### src/rtl/restoring_div.sv
// Sequential restoring divider: 2W-bit dividend by W-bit divisor, one quotient
// bit per cycle. Divide-by-zero and quotient overflow are resolved at acceptance.
module restoring_div #(
  parameter int W = 16
) (
  input  logic           clk,
  input  logic           rst_n,
  input  logic           start,
  input  logic [2*W-1:0] dividend,
  input  logic [W-1:0]   divisor,
  output logic           busy,
  output logic           done,
  output logic [W-1:0]   quotient,
  output logic [W-1:0]   remainder,
  output logic           div_by_zero,
  output logic           overflow
);

  localparam int CW = $clog2(W + 1);

  typedef enum logic [1:0] {IDLE, CALC, DONE} state_t;

  state_t        state;
  logic [CW-1:0] cnt;
  logic [W-1:0]  dvs;
  logic [W-1:0]  prem;   // partial remainder, always < dvs between steps
  logic [W-1:0]  lo;     // unconsumed dividend bits shift out, quotient bits shift in

  logic [W:0]    sh;
  logic [W:0]    diff;
  logic          fits;
  logic [W-1:0]  prem_nxt;
  logic [W-1:0]  lo_nxt;

  always_comb begin
    sh       = {prem, lo[W-1]};
    diff     = sh - {1'b0, dvs};
    fits     = (sh >= {1'b0, dvs});
    prem_nxt = fits ? diff[W-1:0] : sh[W-1:0];
    lo_nxt   = {lo[W-2:0], fits};
  end

  always_ff @(posedge clk) begin
    if (!rst_n) begin
      state       <= IDLE;
      cnt         <= '0;
      dvs         <= '0;
      prem        <= '0;
      lo          <= '0;
      busy        <= 1'b0;
      done        <= 1'b0;
      quotient    <= '0;
      remainder   <= '0;
      div_by_zero <= 1'b0;
      overflow    <= 1'b0;
    end else begin
      case (state)
        IDLE: begin
          if (start) begin
            div_by_zero <= 1'b0;
            overflow    <= 1'b0;
            dvs         <= divisor;
            prem        <= dividend[2*W-1:W];
            lo          <= dividend[W-1:0];
            cnt         <= '0;
            busy        <= 1'b1;
            if (divisor == '0) begin
              quotient    <= '1;
              remainder   <= dividend[W-1:0];
              div_by_zero <= 1'b1;
              done        <= 1'b1;
              state       <= DONE;
            end else if (dividend[2*W-1:W] >= divisor) begin
              // high half already >= divisor: quotient cannot fit in W bits
              quotient  <= '1;
              remainder <= dividend[W-1:0];
              overflow  <= 1'b1;
              done      <= 1'b1;
              state     <= DONE;
            end else begin
              state <= CALC;
            end
          end
        end
        CALC: begin
          prem <= prem_nxt;
          lo   <= lo_nxt;
          cnt  <= cnt + CW'(1);
          if (cnt == CW'(W - 1)) begin
            quotient  <= lo_nxt;
            remainder <= prem_nxt;
            done      <= 1'b1;
            state     <= DONE;
          end
        end
        DONE: begin
          done  <= 1'b0;
          busy  <= 1'b0;
          cnt   <= '0;
          state <= IDLE;
        end
        default: begin
          done  <= 1'b0;
          busy  <= 1'b0;
          state <= IDLE;
        end
      endcase
    end
  end

endmodule
### config.mk
export PLATFORM = sky130hd
export DESIGN_NAME = restoring_div
export DESIGN_NICKNAME = d
export VERILOG_FILES = /design/src/rtl/restoring_div.sv
export SDC_FILE = /design/constraint.sdc
export NUM_CORES = 1
export LEC_CHECK = 0
export CAP_MARGIN = 20
export CORE_MARGIN = 2
export CORE_UTILIZATION = 48
export CTS_CLUSTER_SIZE = 16
export DETAILED_ROUTE_END_ITERATION = 8
export GPL_TIMING_DRIVEN = 0
export PLACE_DENSITY = 0.76
export REMOVE_ABC_BUFFERS = 1
export SLEW_MARGIN = 20
export SYNTH_ARGS = -nofsm -noshare
export SYNTH_HDL_FRONTEND = slang
export SYNTH_SLANG_ARGS = --single-unit
### constraint.sdc
create_clock -name clk -period 2.39 [get_ports clk]
set_clock_uncertainty 0.15 [all_clocks]
set_input_delay 0.3585 -clock clk [delete_from_list [all_inputs] [get_ports clk]]
set_output_delay 0.3585 -clock clk [all_outputs]
set_load 0.005 [all_outputs]
### Yosys cells after proc, flatten, opt, wreduce, memory -nomap -nowiden

Index checks and enable logic that the tools add are counted.

* register bits: 91
* bits of input ports: 51
* output and inout port bits: 36
* word-level logic and storage cells: 65

* add/sub/neg operators: 2
* order comparisons: 2
* equality and inequality tests: 6
* multiplexer cells: 32
* bitwise gates (word level): 1
* reductions and logical operators: 11

Operators with widths (count)
* 2-to-1 mux 16 bit: 11
* one-hot mux 16 bit (2 select lines): 4
* greater-or-equal comparator 17 x 16 -> 1 bit: 1
* greater-or-equal comparator 16 bit: 1
* zero test 16 bit: 1
* subtractor 16 bit: 1
* one-hot mux 5 bit (3 select lines): 1
* AND reduction 2 bit: 5
* 2-to-1 mux 1 bit: 8
* 2-to-1 mux 2 bit: 4
* adder 5 x 1 -> 5 bit, second input constant: 1
* == test 5 x 4 -> 1 bit, second input constant: 1
* 2-to-1 mux 5 bit: 1
* inequality test 2 bit, second input constant: 2
* one-hot mux 1 bit (2 select lines): 2
* one-hot mux 2 bit (2 select lines): 1
* AND reduction 4 bit: 1
* inequality test 3 bit, second input constant: 1
* AND reduction 3 bit: 1
* nonzero test 3 bit: 1
* == test 2 x 1 -> 1 bit, second input constant: 1
* == test 2 bit, second input constant: 1
* zero test 2 bit: 1
* nonzero test 2 bit: 1
* inverter 1 bit: 1

### Depth between registers and ports, before layout

Gate-level depths: netlist of the first run.

* word-level depth: 5
* depth in mapped cells: 13
* gate-level depth less buffers: 11

### Least setup slack after synthesis of the first run

No wires, ideal clock.

* path type: reg-to-reg
* start point: register dvs[1]
* end point: register remainder[1]
* setup time: 0.059 ns
* arrival: 2.413 ns
* required time: 2.181 ns
* path slack: -0.231 ns
* cell stages (with the launch flop): 12
* path buffers: 1
* period minus slack after synthesis: 2.621 ns
* cells stage by stage: dfxtp_1 > inv_1 > ha_1 > nor2b_1 > o31ai_1 > o2111ai_1 > a221oi_2 > a21o_1 > buf_6 > mux2_2 > o211ai_1 > o211a_1

* cells in the longest elaborated chain, start to end: 4
* elaborated cells on any way between the ends: 5
* those cells by class: add/sub (1); order compare (1); mux (3)

RTL lines
* from (decl): line 25 `logic [W-1:0] dvs;`
* from (signal assigned): line 62 `dvs <= divisor;`
* subtractor 16 bit / greater-or-equal comparator 17 x 16 -> 1 bit (equally long branches): line 37, 38
* 2-to-1 mux 16 bit *: line 39 `prem_nxt = fits ? diff[W-1:0] : sh[W-1:0];`
* 2-to-1 mux 16 bit *: line 89 `if (cnt == CW'(W - 1)) begin`
* one-hot mux 16 bit (2 select lines) *: line 57 `case (state)`
* to (signal assigned): line 69 `remainder <= dividend[W-1:0];`
* to (signal assigned): line 76 `remainder <= dividend[W-1:0];`
* to (signal assigned): line 91 `remainder <= prem_nxt;`
* to (decl): line 14 `output logic [W-1:0] remainder,`

Mark *: on every way between the ends. The rest lies on a longest branch, timed or not. The select of a mux whose other input is x is not followed.
A chain may end at the register's enable or synchronous reset.

### Worst setup path in the final report of the first run

* start point: register dvs[6]
* end point: register remainder[4]

* cells in the longest elaborated chain, start to end: 4

RTL lines
* greater-or-equal comparator 17 x 16 -> 1 bit: line 38 `fits = (sh >= {1'b0, dvs});`
* 2-to-1 mux 16 bit: line 39
* 2-to-1 mux 16 bit: line 89
* one-hot mux 16 bit (2 select lines): line 57

Every way passes these cells. The select of a mux whose other input is x is not followed.

==> results of run 1 <==
flip-flops by register name, indices dropped and copies added, names as in the netlist:
register     cells
remainder       16
dvs             16
lo              16
cnt              5
div_by_zero      1
busy             1
done             1
overflow         1
prem            16
state            2
quotient        16
Yosys cell counts (3+ instances only):
cell / number / area (sq um)
nand2_1: 116 / 435
dfxtp_1: 91 / 1820
a21oi_1: 55 / 275
nor2_1: 48 / 180
inv_1: 38 / 143
clkbuf_1: 35 / 131
ha_1: 34 / 425
nor3_1: 34 / 170
o21ai_0: 32 / 160
a31oi_1: 20 / 125
nand3_1: 17 / 85.1
o211ai_1: 12 / 90.1
a21o_1: 11 / 82.6
a211oi_1: 10 / 75.1
nand2b_1: 10 / 62.6
a311oi_1: 8 / 70.1
and3_1: 7 / 43.8
xor2_1: 7 / 61.3
nand4_1: 6 / 37.5
o21a_1: 6 / 45.0
mux2i_1: 5 / 50.1
o21ai_1: 5 / 25.0
xnor2_1: 5 / 43.8
buf_2: 4 / 20.0
nor2b_1: 4 / 25.0
nor4_1: 4 / 25.0
and2_1: 3 / 18.8
buf_1: 3 / 11.3
or2_2: 3 / 18.8
or3_1: 3 / 18.8
final cells by class:
cell class              instances  share of cell area (%)
clock buffers                  10                    1.72
clock inverters                 6                   0.963
inverters                      39                    2.06
multi-input cells             499                    49.4
flip-flops and latches         91                    24.9
well taps                     136                    2.30
repair buffers                138                    18.6
power groups by stage:
stage / clock network, W / logic (W) / registers [W]
floorplan: 0 / 0.00105 / 0.00179
global placement: 0 / 0.00152 / 0.00180
detailed placement: 0 / 0.00158 / 0.00181
CTS: 0.00109 / 0.00196 / 0.00179
global route: 0.00115 / 0.00272 / 0.00184
finish: 0.00110 / 0.00258 / 0.00182
logic make-up (layout without fill, tap and decap cells):
group / after synthesis / after routing / synth area share (%)
AOI/OAI and AO/OA: 181 / 187 / 22.5
xor gates and xnor gates: 12 / 12 / 2.07
adders and majority gates: 35 / 35 / 8.77
buffers and inverters: 85 / 193 / 6.82
DFF: 91 / 91 / 35.9
muxes: 6 / 6 / 1.21
and+or+nand+nor: 259 / 259 / 22.7
per-layer routing:
layer	vias up	GRT usage, %	wire length [um]
met5	-	0	0
met4	0	10.8	679
met3	60	5.59	1350
met2	300	45.2	8530
met1	2668	34.0	7050
li1	2567	-	-
timing repair:
action	4_1_cts	5_1_grt
gates resized for setup	101	152
setup endpoints to repair	52	52
gates cloned	7	1
buffers inserted	19	30
pin swaps	40	47
worst max-delay path: cells and delay by family, from the launching register on:
kind	cells	cell delay [ns]
buffers and inverters	2	0.23
multiplexers	1	0.34
adder cells (fa/ha/maj)	1	0.23
flip-flops	1	0.35
AO/OA/AOI/OAI	7	1.27
per-stage QoR:
step	power [W]	instance area, sq um
6_report	0.00550	7410
2_1_floorplan	0.00284	4880
3_5_place_dp	0.00339	6010
5_1_grt	0.00571	7410
4_1_cts	0.00484	6780
3_3_place_gp	0.00332	5910
final timing paths:
path | to | slack (ns)
min | dvs[8] | 0.09
min reg2reg | dvs[11] | 0.31
max | remainder[4] | -0.33
max reg2reg | remainder[4] | -0.33
==> run_summary.xml, run 1 <==
<?xml version="1.0" encoding="UTF-8"?>
<metrics>
  <group name="setup_path">
    <metric name="reg2reg_depth" unit="">11</metric>
    <metric name="worstSetupStartpoint" unit="">dvs[6]</metric>
    <metric name="crit_path_start_kind" unit="">flip-flop</metric>
    <metric name="worst-endpoint-required" unit="ns">2.46</metric>
    <metric name="kind_of_end_point_of_the_critical_path" unit="">flip-flop</metric>
    <metric name="maximum_net_fanout_on_the_critical_path" unit="">7</metric>
    <metric name="crit_chain" unit="">inv_2 &gt; ha_4 &gt; a21o_1 &gt; a31oi_4 &gt; o2111ai_2 &gt; a221oi_2 &gt; buf_4 &gt; a21o_4 &gt; mux2i_1 &gt; a211o_1 &gt; a21oi_1</metric>
    <metric name="critPathArrivalTime" unit="ns">2.80</metric>
    <metric name="rr_startpoint" unit="">dvs[6]</metric>
    <metric name="slowest_stage" unit="">dfxtp_2</metric>
    <metric name="worst-setup-path-type" unit="">flip-flop to flip-flop</metric>
    <metric name="cpPeakStageDelay" unit="ns">0.35</metric>
  </group>
  <group name="clock_tree">
    <metric name="clk_root_buffer_cell" unit="">clkbuf_8</metric>
    <metric name="postCtsHoldBufs" unit="">0</metric>
    <metric name="tritoncts.num_buffers" unit="">9</metric>
    <metric name="htreeDepth" unit="">3</metric>
    <metric name="worst_skew_pair.late_latency" unit="ns">0.37</metric>
    <metric name="cts.sinks" unit="">91</metric>
    <metric name="cts_buffer_depth" unit="">2</metric>
    <metric name="clk_transition_reported_paths" unit="ns">0.10</metric>
    <metric name="cts_tree" unit="">built</metric>
  </group>
  <group name="floorplanning">
    <metric name="die_x" unit="um">107</metric>
    <metric name="fp.dieH" unit="um">107</metric>
    <metric name="initial_core_util" unit="%">49.4</metric>
    <metric name="die_area" unit="sq um">11400</metric>
    <metric name="top_level_ports" unit="">87</metric>
    <metric name="core.rowCount" unit="">37</metric>
    <metric name="core_region_area" unit="sq um">10300</metric>
  </group>
  <group name="min_path">
    <metric name="hp-class" unit="">input port to flip-flop</metric>
    <metric name="hold_path_depth" unit="">3</metric>
    <metric name="hp-start" unit="">divisor[8]</metric>
  </group>
  <group name="logic_synthesis">
    <metric name="postSynthRegisterBits" unit="">91</metric>
    <metric name="seq_area_frac_synth" unit="%">35.9</metric>
    <metric name="synthesis.instances" unit="">669</metric>
    <metric name="postSynth.asyncResetShare" unit="%">0</metric>
    <metric name="synth_enable_flop_cells" unit="">0</metric>
    <metric name="distinct_cell_type_count_of_the_synthesized_netlist" unit="">55</metric>
    <metric name="yosys_warns" unit="">0</metric>
    <metric name="ys_dominant_reg_cell" unit="">dfxtp_1</metric>
    <metric name="syn_area_per_cell" unit="sq um">7.59</metric>
    <metric name="synth_area" unit="sq um">5080</metric>
  </group>
  <group name="drt">
    <metric name="detail_route.wl_per_cell" unit="um">19.2</metric>
    <metric name="postRouteAntennaNets" unit="">0</metric>
    <metric name="routed_vias_inst" unit="">6.09</metric>
    <metric name="route.detailed.drc" unit="">0</metric>
    <metric name="drt_initial_violations" unit="">550</metric>
    <metric name="route.final.wire_length" unit="mm">17.6</metric>
    <metric name="drt_pre_antenna_iters" unit="">6</metric>
    <metric name="vias" unit="">5595</metric>
  </group>
  <group name="timing">
    <metric name="timing.hold.ws" unit="ns">0.0880</metric>
    <metric name="report.final.hold_viol_count" unit="">0</metric>
    <metric name="timing.setup.tns" unit="ns">-6.54</metric>
    <metric name="setup_viol" unit="">34</metric>
    <metric name="achievable-frequency" unit="GHz">0.367</metric>
    <metric name="share_of_the_clock_period_used_by_the_worst_path" unit="%">114</metric>
    <metric name="worst_margin_pin_slew" unit="ns">0.889</metric>
    <metric name="slew_violations" unit="">0</metric>
    <metric name="postLayoutSetupSlackWorst" unit="ns">-0.332</metric>
    <metric name="rsz_0062_raised_after_global_routing" unit="">yes</metric>
    <metric name="min_period" unit="ns">2.72</metric>
    <metric name="relSlewSlack" unit="%">40.7</metric>
  </group>
  <group name="cells_and_area">
    <metric name="diodes" unit="">0</metric>
    <metric name="layout.nets" unit="">864</metric>
    <metric name="fill_cells" unit="">764</metric>
    <metric name="drive_above_1_share" unit="%">27.2</metric>
    <metric name="multi_input_area" unit="sq um">3660</metric>
    <metric name="synthToLayoutAreaGrowth" unit="%">45.8</metric>
    <metric name="post_layout_nonfiller_instances" unit="">919</metric>
    <metric name="mostFrequentLayoutCells" unit="">nand2_1, dfxtp_1, clkdlybuf4s50_1</metric>
    <metric name="layout.area.seq" unit="sq um">1850</metric>
    <metric name="utilization_after_layout" unit="%">72.1</metric>
    <metric name="layout_commonest_cell" unit="">nand2_1</metric>
  </group>
  <group name="pwr">
    <metric name="power_switching_share" unit="%">38.3</metric>
    <metric name="power_report.internal_total" unit="W">0.00339</metric>
    <metric name="share_clk_of_total_power" unit="%">20.0</metric>
    <metric name="combPwrFrac" unit="%">46.9</metric>
    <metric name="static-leakage-power" unit="nW">2.96</metric>
    <metric name="vdd.ir_drop.worst" unit="V">0.000445</metric>
    <metric name="power_density_relative_to_cell_area" unit="nW/um^2">742</metric>
    <metric name="p_seq_share" unit="%">33.1</metric>
    <metric name="net-switching-power" unit="W">0.00210</metric>
  </group>
  <group name="global_routing">
    <metric name="pin_count_of_the_biggest_net_entering_global_routing" unit="">80</metric>
    <metric name="first_global_vias" unit="">5110</metric>
    <metric name="grt.overflow.total" unit="">0</metric>
    <metric name="track_usage" unit="%">27.0</metric>
    <metric name="first_pass_grt_wire_length" unit="mm">24.7</metric>
    <metric name="antenna_found_initial" unit="">0</metric>
  </group>
  <group name="placement">
    <metric name="dpl_worst_slack" unit="ns">-2.03</metric>
    <metric name="placedCellCount" unit="">851</metric>
    <metric name="dp_hpwl" unit="mm">9.56</metric>
    <metric name="port_buffers" unit="">86</metric>
    <metric name="gp_routability_congestion" unit="">1.01</metric>
  </group>
  <group name="run_status">
    <metric name="failed_checks" unit="">setup timing</metric>
    <metric name="run_status" unit="">finished, violations left</metric>
  </group>
  <group name="flow_run">
    <metric name="drv.max_cap_violation_count" unit="">0</metric>
  </group>
</metrics>
No activity file was read; power rests on OpenSTA's default activity.
==> run 2, diff against run 1 <==
Settings changed: SLEW_MARGIN 20 to not set.
==> run 2 against run 1 <==
Against the previous run:
- the flow still finishes with violations (setup timing)
- combinational power rose by 11%
- global-route usage rose by 2.4 points
- core utilization rose by 0.89 points
- highest routed layer unchanged
==> run_summary.xml, run 2 (synthesis results as in run 1) <==
<?xml version="1.0" encoding="UTF-8"?>
<metrics>
  <group name="clock_tree">
    <metric name="worst_skew_pair.late_latency" unit="ns">0.37</metric>
    <metric name="htreeDepth" unit="">3</metric>
    <metric name="cts_buffer_depth" unit="">2</metric>
    <metric name="clk_transition_reported_paths" unit="ns">0.09</metric>
    <metric name="cts_tree" unit="">built</metric>
    <metric name="tritoncts.num_buffers" unit="">9</metric>
    <metric name="clk_root_buffer_cell" unit="">clkbuf_8</metric>
    <metric name="postCtsHoldBufs" unit="">0</metric>
    <metric name="cts.sinks" unit="">91</metric>
  </group>
  <group name="setup_path">
    <metric name="cpPeakStageDelay" unit="ns">0.33</metric>
    <metric name="slowest_stage" unit="">dfxtp_2</metric>
    <metric name="maximum_net_fanout_on_the_critical_path" unit="">7</metric>
    <metric name="crit_path_start_kind" unit="">flip-flop</metric>
    <metric name="critPathArrivalTime" unit="ns">2.96</metric>
    <metric name="kind_of_end_point_of_the_critical_path" unit="">flip-flop</metric>
    <metric name="crit_chain" unit="">inv_1 &gt; ha_4 &gt; a21o_4 &gt; a31oi_4 &gt; o2111ai_2 &gt; a221oi_2 &gt; buf_4 &gt; a21o_4 &gt; mux2i_1 &gt; a211o_1 &gt; a21oi_1</metric>
    <metric name="critical-path-top-cell-by-count" unit="">a21o_4</metric>
    <metric name="worst-endpoint-required" unit="ns">2.50</metric>
    <metric name="worst-setup-path-type" unit="">flip-flop to flip-flop</metric>
  </group>
  <group name="floorplanning">
    <metric name="fp.dieH" unit="um">107</metric>
    <metric name="initial_core_util" unit="%">49.4</metric>
    <metric name="die_x" unit="um">107</metric>
    <metric name="top_level_ports" unit="">87</metric>
    <metric name="die_area" unit="sq um">11400</metric>
    <metric name="core_region_area" unit="sq um">10300</metric>
    <metric name="core.rowCount" unit="">37</metric>
  </group>
  <group name="run_status">
    <metric name="failed_checks" unit="">setup timing</metric>
    <metric name="run_status" unit="">finished, violations left</metric>
  </group>
  <group name="placement">
    <metric name="dp_hpwl" unit="mm">9.74</metric>
    <metric name="postPlaceCellArea" unit="sq um">6040</metric>
    <metric name="placedCellCount" unit="">852</metric>
    <metric name="gp_routability_congestion" unit="">1.01</metric>
    <metric name="port_buffers" unit="">86</metric>
  </group>
  <group name="min_path">
    <metric name="hp-class" unit="">input port to flip-flop</metric>
  </group>
  <group name="cells_and_area">
    <metric name="mostFrequentLayoutCells" unit="">nand2_1, dfxtp_1, clkdlybuf4s50_1</metric>
    <metric name="layout.nets" unit="">867</metric>
    <metric name="synthToLayoutAreaGrowth" unit="%">47.6</metric>
    <metric name="post-route-cell-area" unit="sq um">7500</metric>
    <metric name="diodes" unit="">0</metric>
    <metric name="layout_commonest_cell" unit="">nand2_1</metric>
    <metric name="post_layout_nonfiller_instances" unit="">922</metric>
    <metric name="drive_above_1_share" unit="%">27.4</metric>
  </group>
  <group name="timing">
    <metric name="postLayoutSetupSlackWorst" unit="ns">-0.455</metric>
    <metric name="worst_margin_pin_slew" unit="ns">0.893</metric>
    <metric name="achievable-frequency" unit="GHz">0.352</metric>
    <metric name="relSlewSlack" unit="%">40.5</metric>
    <metric name="share_of_the_clock_period_used_by_the_worst_path" unit="%">119</metric>
    <metric name="min_period" unit="ns">2.84</metric>
    <metric name="setup_viol" unit="">35</metric>
    <metric name="slew_violations" unit="">0</metric>
    <metric name="rsz_0062_raised_after_global_routing" unit="">yes</metric>
    <metric name="report.final.hold_viol_count" unit="">0</metric>
  </group>
  <group name="drt">
    <metric name="vias" unit="">5722</metric>
    <metric name="postRouteAntennaNets" unit="">0</metric>
    <metric name="route.final.wire_length" unit="mm">18.4</metric>
    <metric name="drt_initial_violations" unit="">642</metric>
    <metric name="routed_vias_inst" unit="">6.21</metric>
    <metric name="drt_pre_antenna_iters" unit="">6</metric>
    <metric name="route.detailed.drc" unit="">0</metric>
    <metric name="detail_route.wl_per_cell" unit="um">19.9</metric>
  </group>
  <group name="flow_run">
    <metric name="drv.max_cap_violation_count" unit="">0</metric>
  </group>
  <group name="global_routing">
    <metric name="track_usage" unit="%">29.4</metric>
    <metric name="first_global_vias" unit="">5405</metric>
    <metric name="antenna_found_initial" unit="">0</metric>
    <metric name="pin_count_of_the_biggest_net_entering_global_routing" unit="">52</metric>
    <metric name="grt.overflow.total" unit="">0</metric>
    <metric name="first_pass_grt_wire_length" unit="mm">26.7</metric>
  </group>
  <group name="pwr">
    <metric name="static-leakage-power" unit="nW">2.94</metric>
    <metric name="vdd.ir_drop.worst" unit="V">0.000424</metric>
    <metric name="power_density_relative_to_cell_area" unit="nW/um^2">782</metric>
  </group>
</metrics>
==> run 2: cell count changes in the layout (fill, tap and decap cells not counted), moves of 5 or more <==
cell and change:
buf_6 +6, dlygate4sd2_1 +11, clkbuf_2 -8, buf_2 +5, dlymetal6s2s_1 -9
==> run 2: final cells by class <==
cell class                      instances  area (sq um)
Inverter                               39           150
Multi-Input combinational cell        498          3680
Sequential cell                        91          1850
Clock buffer                           10           128
Clock inverter                          6          87.6
Timing Repair Buffer                  142          1440
Tap cell                              136           170
Fill cell                             724          2780
==> run 2: final timing paths <==
check                                 start            to  slack [ns]  cells after the start
worst max register to register       dvs[5]  remainder[4]       -0.45                     11
worst min-delay path            divisor[10]       dvs[10]        0.09                      3
worst min register to register       dvs[7]        dvs[7]        0.31                      2
worst max-delay path                 dvs[5]  remainder[4]       -0.45                     11
==> run 2: stage by stage <==
| stage | power (W) | utilization, % | setup WS [ns] | hold WS (ns) | setup TNS [ns] |
|---|---|---|---|---|---|
| floorplan | 0.00284 | - | -1.29 | 0.286 | -72.21 |
| global placement | 0.00332 | 57.5 | -3.44 | 0.297 | -229.97 |
| detailed placement | 0.00341 | 58.8 | -1.99 | 0.297 | -75.49 |
| CTS | 0.00532 | 69.8 | -0.283 | 0.110 | -5.38 |
| global route | 0.00607 | 73.0 | -0.474 | 0.0946 | -12.74 |
| finish | 0.00586 | 73.0 | -0.455 | 0.0888 | -11.21 |
==> run 2: repair_timing <==
| action | 4_1_cts | 5_1_grt |
|---|---|---|
| cloned | 8 | 1 |
| pin swaps | 43 | 46 |
| buffers inserted | 35 | 12 |
| endpoints found under the setup margin | 52 | 49 |
| gates resized for setup | 163 | 78 |
==> run 2: where the power goes <==
part | internal [W] | switching [W]
sequential | 0.00167 | 0.000147
clock | 0.000594 | 0.000582
combinational | 0.00135 | 0.00152
==> run 2: routing by layer <==
layer / vias up / global-route usage (%) / routed length, um
met3: 95 / 4.44 / 1580
met4: 0 / 12.7 / 992
met1: 2692 / 36.2 / 7060
li1: 2577 / - / -
met5: - / 0 / 0
met2: 358 / 50.8 / 8740
==> run 2: critical path, delay by kind of cell (launching register included) <==
| family | cells | cell delay [ns] |
|---|---|---|
| AOI/OAI and AO/OA | 7 | 1.59 |
| DFF | 1 | 0.33 |
| buffers and inverters | 2 | 0.31 |
| adders and majority gates | 1 | 0.21 |
| muxes | 1 | 0.14 |
